File: src/rtl/shift_exec_stage.sv
// Execute-stage wrapper around the external combinational shifter: decode, registered
// operand stage, 2-entry result FIFO to writeback. Option macro: SHIFT_NOP_SQUASH_EN.
module shift_exec_stage (
    input  logic        clk,
    input  logic        rst,
    input  logic        in_valid,
    output logic        in_ready,
    input  logic [31:0] in_instr,
    input  logic [31:0] in_rs_data,
    input  logic [31:0] in_rt_data,
    output logic [31:0] sh_A,
    output logic [31:0] sh_B,
    output logic [1:0]  sh_Shiftop,
    input  logic [31:0] sh_Result,
    output logic        out_valid,
    input  logic        out_ready,
    output logic [31:0] out_result,
    output logic [4:0]  out_waddr,
    output logic        out_wen,
    output logic        out_illegal
);

    typedef struct packed {
        logic [31:0] result;
        logic [4:0]  waddr;
        logic        wen;
        logic        illegal;
    } entry_t;

    logic [5:0]  funct;
    logic        dec_legal;
    logic [31:0] dec_a;
    logic [31:0] dec_b;
    logic [1:0]  dec_op;
    logic [4:0]  dec_waddr;
    logic        dec_wen;

    logic        op_v;
    logic [4:0]  op_waddr;
    logic        op_wen;
    logic        op_illegal;

    entry_t      fifo_mem [2];
    entry_t      push_entry;
    entry_t      head_entry;
    logic        head;
    logic [1:0]  count;
    logic        wr_idx;

    logic        accept;
    logic        advance;
    logic        push;
    logic        pop;

    // The legal funct set is {000,010,011,100,110,111}: upper bits zero, low pair never 01.
    assign funct     = in_instr[5:0];
    assign dec_legal = (in_instr[31:26] == 6'd0) && (funct[5:3] == 3'd0) && (funct[1:0] != 2'b01);
    assign dec_waddr = in_instr[15:11];
    assign dec_wen   = dec_legal && (dec_waddr != 5'd0);

    always_comb begin
        dec_a  = '0;
        dec_b  = '0;
        dec_op = 2'b00;
        if (dec_legal) begin
            dec_a  = in_rt_data;
            dec_b  = funct[2] ? in_rs_data : {27'd0, in_instr[10:6]};
            dec_op = funct[1:0];
        end
    end

`ifdef SHIFT_NOP_SQUASH_EN
    // Legal shifts to r0 leave the operand stage without occupying a buffer slot.
    logic op_squash;
    assign advance = op_v && (op_squash || count < 2'd2 || out_ready);
    assign push    = advance && !op_squash;
`else
    assign advance = op_v && (count < 2'd2 || out_ready);
    assign push    = advance;
`endif

    assign in_ready = !op_v || advance;
    assign accept   = in_valid && in_ready;
    assign out_valid = (count != 2'd0);
    assign pop      = out_valid && out_ready;
    // With count==2 and a pop, the tail slot equals the head slot being vacated.
    assign wr_idx   = head ^ count[0];

    always_comb begin
        push_entry.result  = op_illegal ? '0 : sh_Result;
        push_entry.waddr   = op_waddr;
        push_entry.wen     = op_wen;
        push_entry.illegal = op_illegal;
    end

    always_ff @(posedge clk) begin
        if (rst) begin
            op_v       <= 1'b0;
            sh_A       <= '0;
            sh_B       <= '0;
            sh_Shiftop <= 2'b00;
            op_waddr   <= '0;
            op_wen     <= 1'b0;
            op_illegal <= 1'b0;
`ifdef SHIFT_NOP_SQUASH_EN
            op_squash  <= 1'b0;
`endif
        end else if (accept) begin
            op_v       <= 1'b1;
            sh_A       <= dec_a;
            sh_B       <= dec_b;
            sh_Shiftop <= dec_op;
            op_waddr   <= dec_waddr;
            op_wen     <= dec_wen;
            op_illegal <= !dec_legal;
`ifdef SHIFT_NOP_SQUASH_EN
            op_squash  <= dec_legal && (dec_waddr == 5'd0);
`endif
        end else if (advance) begin
            op_v <= 1'b0;
        end
    end

    always_ff @(posedge clk) begin
        if (rst) begin
            head  <= 1'b0;
            count <= 2'd0;
        end else begin
            if (pop)
                head <= ~head;
            count <= count + {1'b0, push} - {1'b0, pop};
        end
    end

    always_ff @(posedge clk) begin
        if (!rst && push)
            fifo_mem[wr_idx] <= push_entry;
    end

    always_comb begin
        head_entry = '0;
        if (out_valid)
            head_entry = fifo_mem[head];
    end

    assign out_result  = head_entry.result;
    assign out_waddr   = head_entry.waddr;
    assign out_wen     = head_entry.wen;
    assign out_illegal = head_entry.illegal;

endmodule
File: config.mk
export PLATFORM = sky130hd
export DESIGN_NAME = shift_exec_stage
export DESIGN_NICKNAME = d
export VERILOG_FILES = /design/src/rtl/shift_exec_stage.sv
export SDC_FILE = /design/constraint.sdc
export NUM_CORES = 1
export LEC_CHECK = 0
export ABC_CLOCK_PERIOD_IN_PS = 7260
export CORE_AREA = 2 2 177 179
export CTS_CLUSTER_SIZE = 8
export DETAILED_ROUTE_END_ITERATION = 12
export DIE_AREA = 0 0 179 181
export GPL_ROUTABILITY_DRIVEN = 0
export SLEW_MARGIN = 20
export SYNTH_ARGS = -nofsm -noshare
export SYNTH_HDL_FRONTEND = slang
export SYNTH_SLANG_ARGS = --single-unit
File: constraint.sdc
create_clock -name clk -period 7.26 [get_ports clk]
set_clock_uncertainty 0.15 [all_clocks]
set_input_delay 2.178 -clock clk [delete_from_list [all_inputs] [get_ports clk]]
set_output_delay 2.178 -clock clk [all_outputs]
set_load 0.01 [all_outputs]
* Yosys cells after proc, flatten, opt, wreduce, memory -nomap -nowiden *
Memories as Yosys holds them, arrays and structs flattened. A register that Yosys moved wholly into a read port is not among the register bits.
Index checks and enable logic that the tools add are counted.
W data, S select, Z words.

storage, ports and cells
  bits in writable memories = 78
  word-level logic and storage cells = 45
  input port bits = 132
  memories kept = 1
  bits in registers = 77
  output and inout port bits = 107

memories
  memory    depth  width  rd ports  clocked after memory_dff  write ports  line  RTL
  fifo_mem  2      39     1         1                         1            43    entry_t fifo_mem [2];

operators by class
  bitwise logic cells = 2
  $lt $le $gt $ge = 1
  add/subtract/negate cells = 2
  multiplexer cells = 12
  eq/ne operators = 1
  reduce and logical (&&, ||, !) cells = 17

operators with widths
  cell                  count
  $mux W32              4
  $mux W39              1
  $logic_and A1 B1 Y1   7
  $logic_not A6 Y1      1
  $mux W1               6
  $reduce_bool A5 Y1    1
  $reduce_bool A2 Y1    2
  $logic_not A1 Y1      3
  $logic_not A3 Y1      1
  $add A2 B1 Y2         1
  $logic_or A1 B1 Y1    2
  $lt A2 B2 Y1 const B  1
  $mux W2               1
  $ne A2 B1 Y1 const B  1
  $sub A2 B1 Y2         1
  $not A1 Y1            1
  $xor A1 B1 Y1         1

* Longest topological paths before layout *
  depth in word-level cells = 6
  mapped depth = 8
  gate-level depth less buffers = 8

* Worst setup path after synthesis *
No wires, ideal clock.

  path type = in2reg
  start = in rst
  end = mem fifo_mem[0][0] in the netlist's numbering, enable pin
  path buffers = 3
  stages = 4
  arrival time = 5.601 ns
  required time = 6.618 ns
  slack = 1.017 ns
  path through = buf_2 -> buf_4 -> buf_4 -> nor3b_1

on the way
  word-level cells in the longest chain between the ends = 4

RTL lines
  element                        line  RTL
  from (decl)                    5     input logic rst,
  $logic_not A1 Y1               136   if (!rst && push)
  $logic_and A1 B1 Y1            136
  $mux W1                        136
  $mux W1 (not written as such)  137   fifo_mem[wr_idx] <= push_entry;
  to (decl)                      43

No other way between the ends.

* Worst setup path after layout *
  start = in out_ready
  end = out in_ready

on the way
  word-level cells in the longest chain between the ends = 3

RTL lines
  element              line  RTL
  from (decl)          16    input logic out_ready,
  $logic_or A1 B1 Y1   78    assign advance = op_v && (count < 2'd2 || out_ready);
  $logic_and A1 B1 Y1  78
  $logic_or A1 B1 Y1   82    assign in_ready = !op_v || advance;
  to (decl)            7     output logic in_ready,

No other way between the ends.

==> results.yml <==
status:
  outcome: "finished clean"
yosys:
  synth_nets: 683
  synth-simple-area-share_pct: 13.6
  async_flop_share_pct: 0
  synthMuxAreaShare_pct: 6.45
  syn_area_per_cell_sq_um: 12.6
  ys_ff_latch: 156
  ys.flop_type: "edfxtp_1"
  yosysTopAreaCellShare_pct: 33.8
  ys_seq_area_share_pct: 56.3
  synthCells: 549
  synth_area_leaders: "edfxtp_1, dfxtp_1, a221oi_2"
  synth_fa_ha_area_share_pct: 0.361
  synth_edf_count: 78
  synth-xor-area-share_pct: 0.506
  synth_top_family_by_area: "compound AO/OA/AOI/OAI gates"
  yosys.cell_types.count: 41
  syn_area_sq_um: 6930
  ys_warn_count: 0
  synth_top_area_cell: "edfxtp_1"
  synth_compound_area_share_pct: 16.7
setup_path:
  critPathMaxStageDelay_ps: 570
  reg2reg_slack_ps: 4700
  critPathBufInv: 3
  reg2reg_to: "sh_B[1]"
  cp_max_fo: 3
  cpMostUsedCell: "clkdlybuf4s50_1"
  r2r_cells: 5
  worstSetupEndpointType: "output port"
  start_kind: "primary input"
  worstReg2RegStart: "count[1]"
  crit_path_top_delay_cell: "clkdlybuf4s50_1"
  crit_required_ps: 4930
  cpLargestDelayFamily: "buffers and inverters"
  crit_arrival_ps: 3560
  crit_chain: "clkdlybuf4s50_1, and3b_2, inv_6, clkdlybuf4s50_1"
  crit_type: "primary input to output port"
worst_hold_path:
  hold_end: "fifo_mem[0][3]"
  hp-start: "op_waddr[1]"
  whs_path_depth: 0
  hold_path_class: "register to register"
detailed_routing:
  drtAntennaViolNets: 0
  routed_wl_mm: 19.7
  wire_per_inst_um: 17.0
  via_count: 5129
  remaining_drc_errors: 0
  firstDrtPassIters: 4
  viasPerCell: 4.41
  initialDrtViolationCount: 199
floorplanning:
  die_w_um: 179
  die_h_um: 181
  initial_core_util_pct: 22.8
  dieArea_sq_um: 32400
  std_cell_rows: 64
  coreArea_sq_um: 30300
  num_io_pins: 239
clock_tree:
  cts.root.buffer_cell: "clkbuf_16"
  cts_resized: 0
  clkTransAtPathRegs_ps: 60
  cts_max_level: 4
  clockBufferDepth: 2
  clk_latency_ps: 410
  clkSinkCount: 156
  cts_setup_buffers: 0
  numCtsBuffers: 17
  ctsHoldBuffers: 0
  cts_tree: "built"
global_route:
  use_met2_pct: 19.3
  grt_busiest_layer: "met2"
  grt_max_degree: 59
  grt.met3_usage_pct: 3.91
  grt_pass1_wl_mm: 30.1
  gr-usage-met1_pct: 15.5
  gr-usage-all-layers_pct: 12.0
  grt_pass1_vias: 5256
  antenna_found_initial: 0
  grt_overflow: 0
power:
  power.switching_mw: 0.822
  sequentialPowerShare_pct: 37.8
  internal-power_mw: 1.90
  peakVddDrop_mv: 0.148
  clockPowerShare_pct: 33.2
  total_power_mw: 2.73
  switching_share_pct: 30.2
  powerDensity_nw_per_um2: 272
  leakage_nw: 3.25
  p_comb_share_pct: 29.1
sta:
  hold_ws_ps: 307
  post-route-period-util_pct: 81.2
  drv_slew: 0
  post-route-min-period_ps: 5890
  setup_viol: 0
  rsz0062_at_grt: "no"
  tightest_slew_ps: 1040
  clock.fmax_mhz: 170
  hold_violations: 0
  postLayoutSetupSlackWorst_ps: 1370
  slew_headroom_pct: 30.5
  setup_tns_ps: 0
finish:
  layout_common_cells: "clkdlybuf4s50_1, edfxtp_1, dfxtp_1"
  nets: 886
  final_cell_area_sq_um: 10000
  layout_commonest_cell: "clkdlybuf4s50_1"
  utilization_pct: 33.1
  drive_gt1_share_pct: 16.7
  syn_to_final_growth_pct: 44.9
  finalNonFillerCells: 1162
placed_design:
  port_buffers: 228
  dpl_cell_area_sq_um: 9450
  dp_hpwl_mm: 12.4
  place_ws_ps: 1340
  dp_cells: 1129
job:
  cap_viol_max_count: 0
layout make-up:
class                      count  area (sq um)
clock inverter                14           158
antenna                        1          2.50
fill                        3034         20300
inverter                       7          31.3
tap                          396           495
multi-input combinational    328          2640
clock buffer                  18           429
timing repair buffer         242          2380
sequential                   156          3910
state kept, by name, summed over array words and instances (netlist names), named ones only:
name        cells
sh_B           32
fifo_mem       78
count           2
sh_A           32
head            1
op_waddr        5
op_v            1
op_wen          1
sh_Shiftop      2
op_illegal      1
worst register-to-register path, delay by kind of cell, from the launching register on:
kind	cells	cell delay, ps
compound gates	1	140
buf+inv	2	850
flops	1	350
simple gates	2	930
synthesized netlist by cell type, types with 3 or more instances:
cell,count
dfxtp_1,78
edfxtp_1,78
nor2_1,44
a221oi_2,40
mux2i_1,39
nor2b_1,33
o21ai_1,33
nand3_1,24
buf_2,21
nand3_2,20
a32o_1,16
o21ai_0,14
buf_4,12
clkbuf_1,12
a22o_1,11
nand2_1,11
buf_6,10
a21oi_1,7
nor4_1,6
inv_1,5
mux2_2,5
nor4_2,5
xnor2_1,3
how the worst max path moves through the flow:
stage | start | to | slack (ps) | cells after the start
6_report | out_ready | in_ready | 1370 | 4
5_1_grt | out_ready | in_ready | 1310 | 4
4_1_cts | out_ready | in_ready | 1330 | 4
3_5_place_dp | out_ready | in_ready | 1340 | 4
3_3_place_gp | out_ready | in_ready | 1320 | 4
2_1_floorplan | rst | fifo_mem[0][0] | 1020 | 4
logic make-up (layout without fill, tap and decap cells):
kind of cell             after synthesis  count (layout)
buffers and inverters                 65             281
other                                  0               1
AND/OR/NAND/NOR                      154             154
multiplexers                          44              44
AO/OA/AOI/OAI                        124             124
XOR/XNOR                               4               4
adder cells (fa/ha/maj)                2               2
flip-flops                           156             156
per-layer routing:
layer | part of all wire (%) | wire length, um | up-vias
met5 | 0 | 0 | -
met2 | 47 | 9180 | 159
met1 | 45 | 8900 | 2484
met4 | 0.82 | 161 | 0
met3 | 7.5 | 1470 | 12
li1 | - | - | 2474
power by group through the flow:
stage                     combinational (mW)  clock (mW)  sequential (mW)
after CTS                              0.809       0.936             1.03
after floorplan                        0.411           0             1.04
after global routing                   0.863       0.977             1.04
after detailed placement               0.807           0             1.05
after global placement                 0.804           0             1.05
final                                  0.792       0.904             1.03
(Power assumes the default switching activity.)
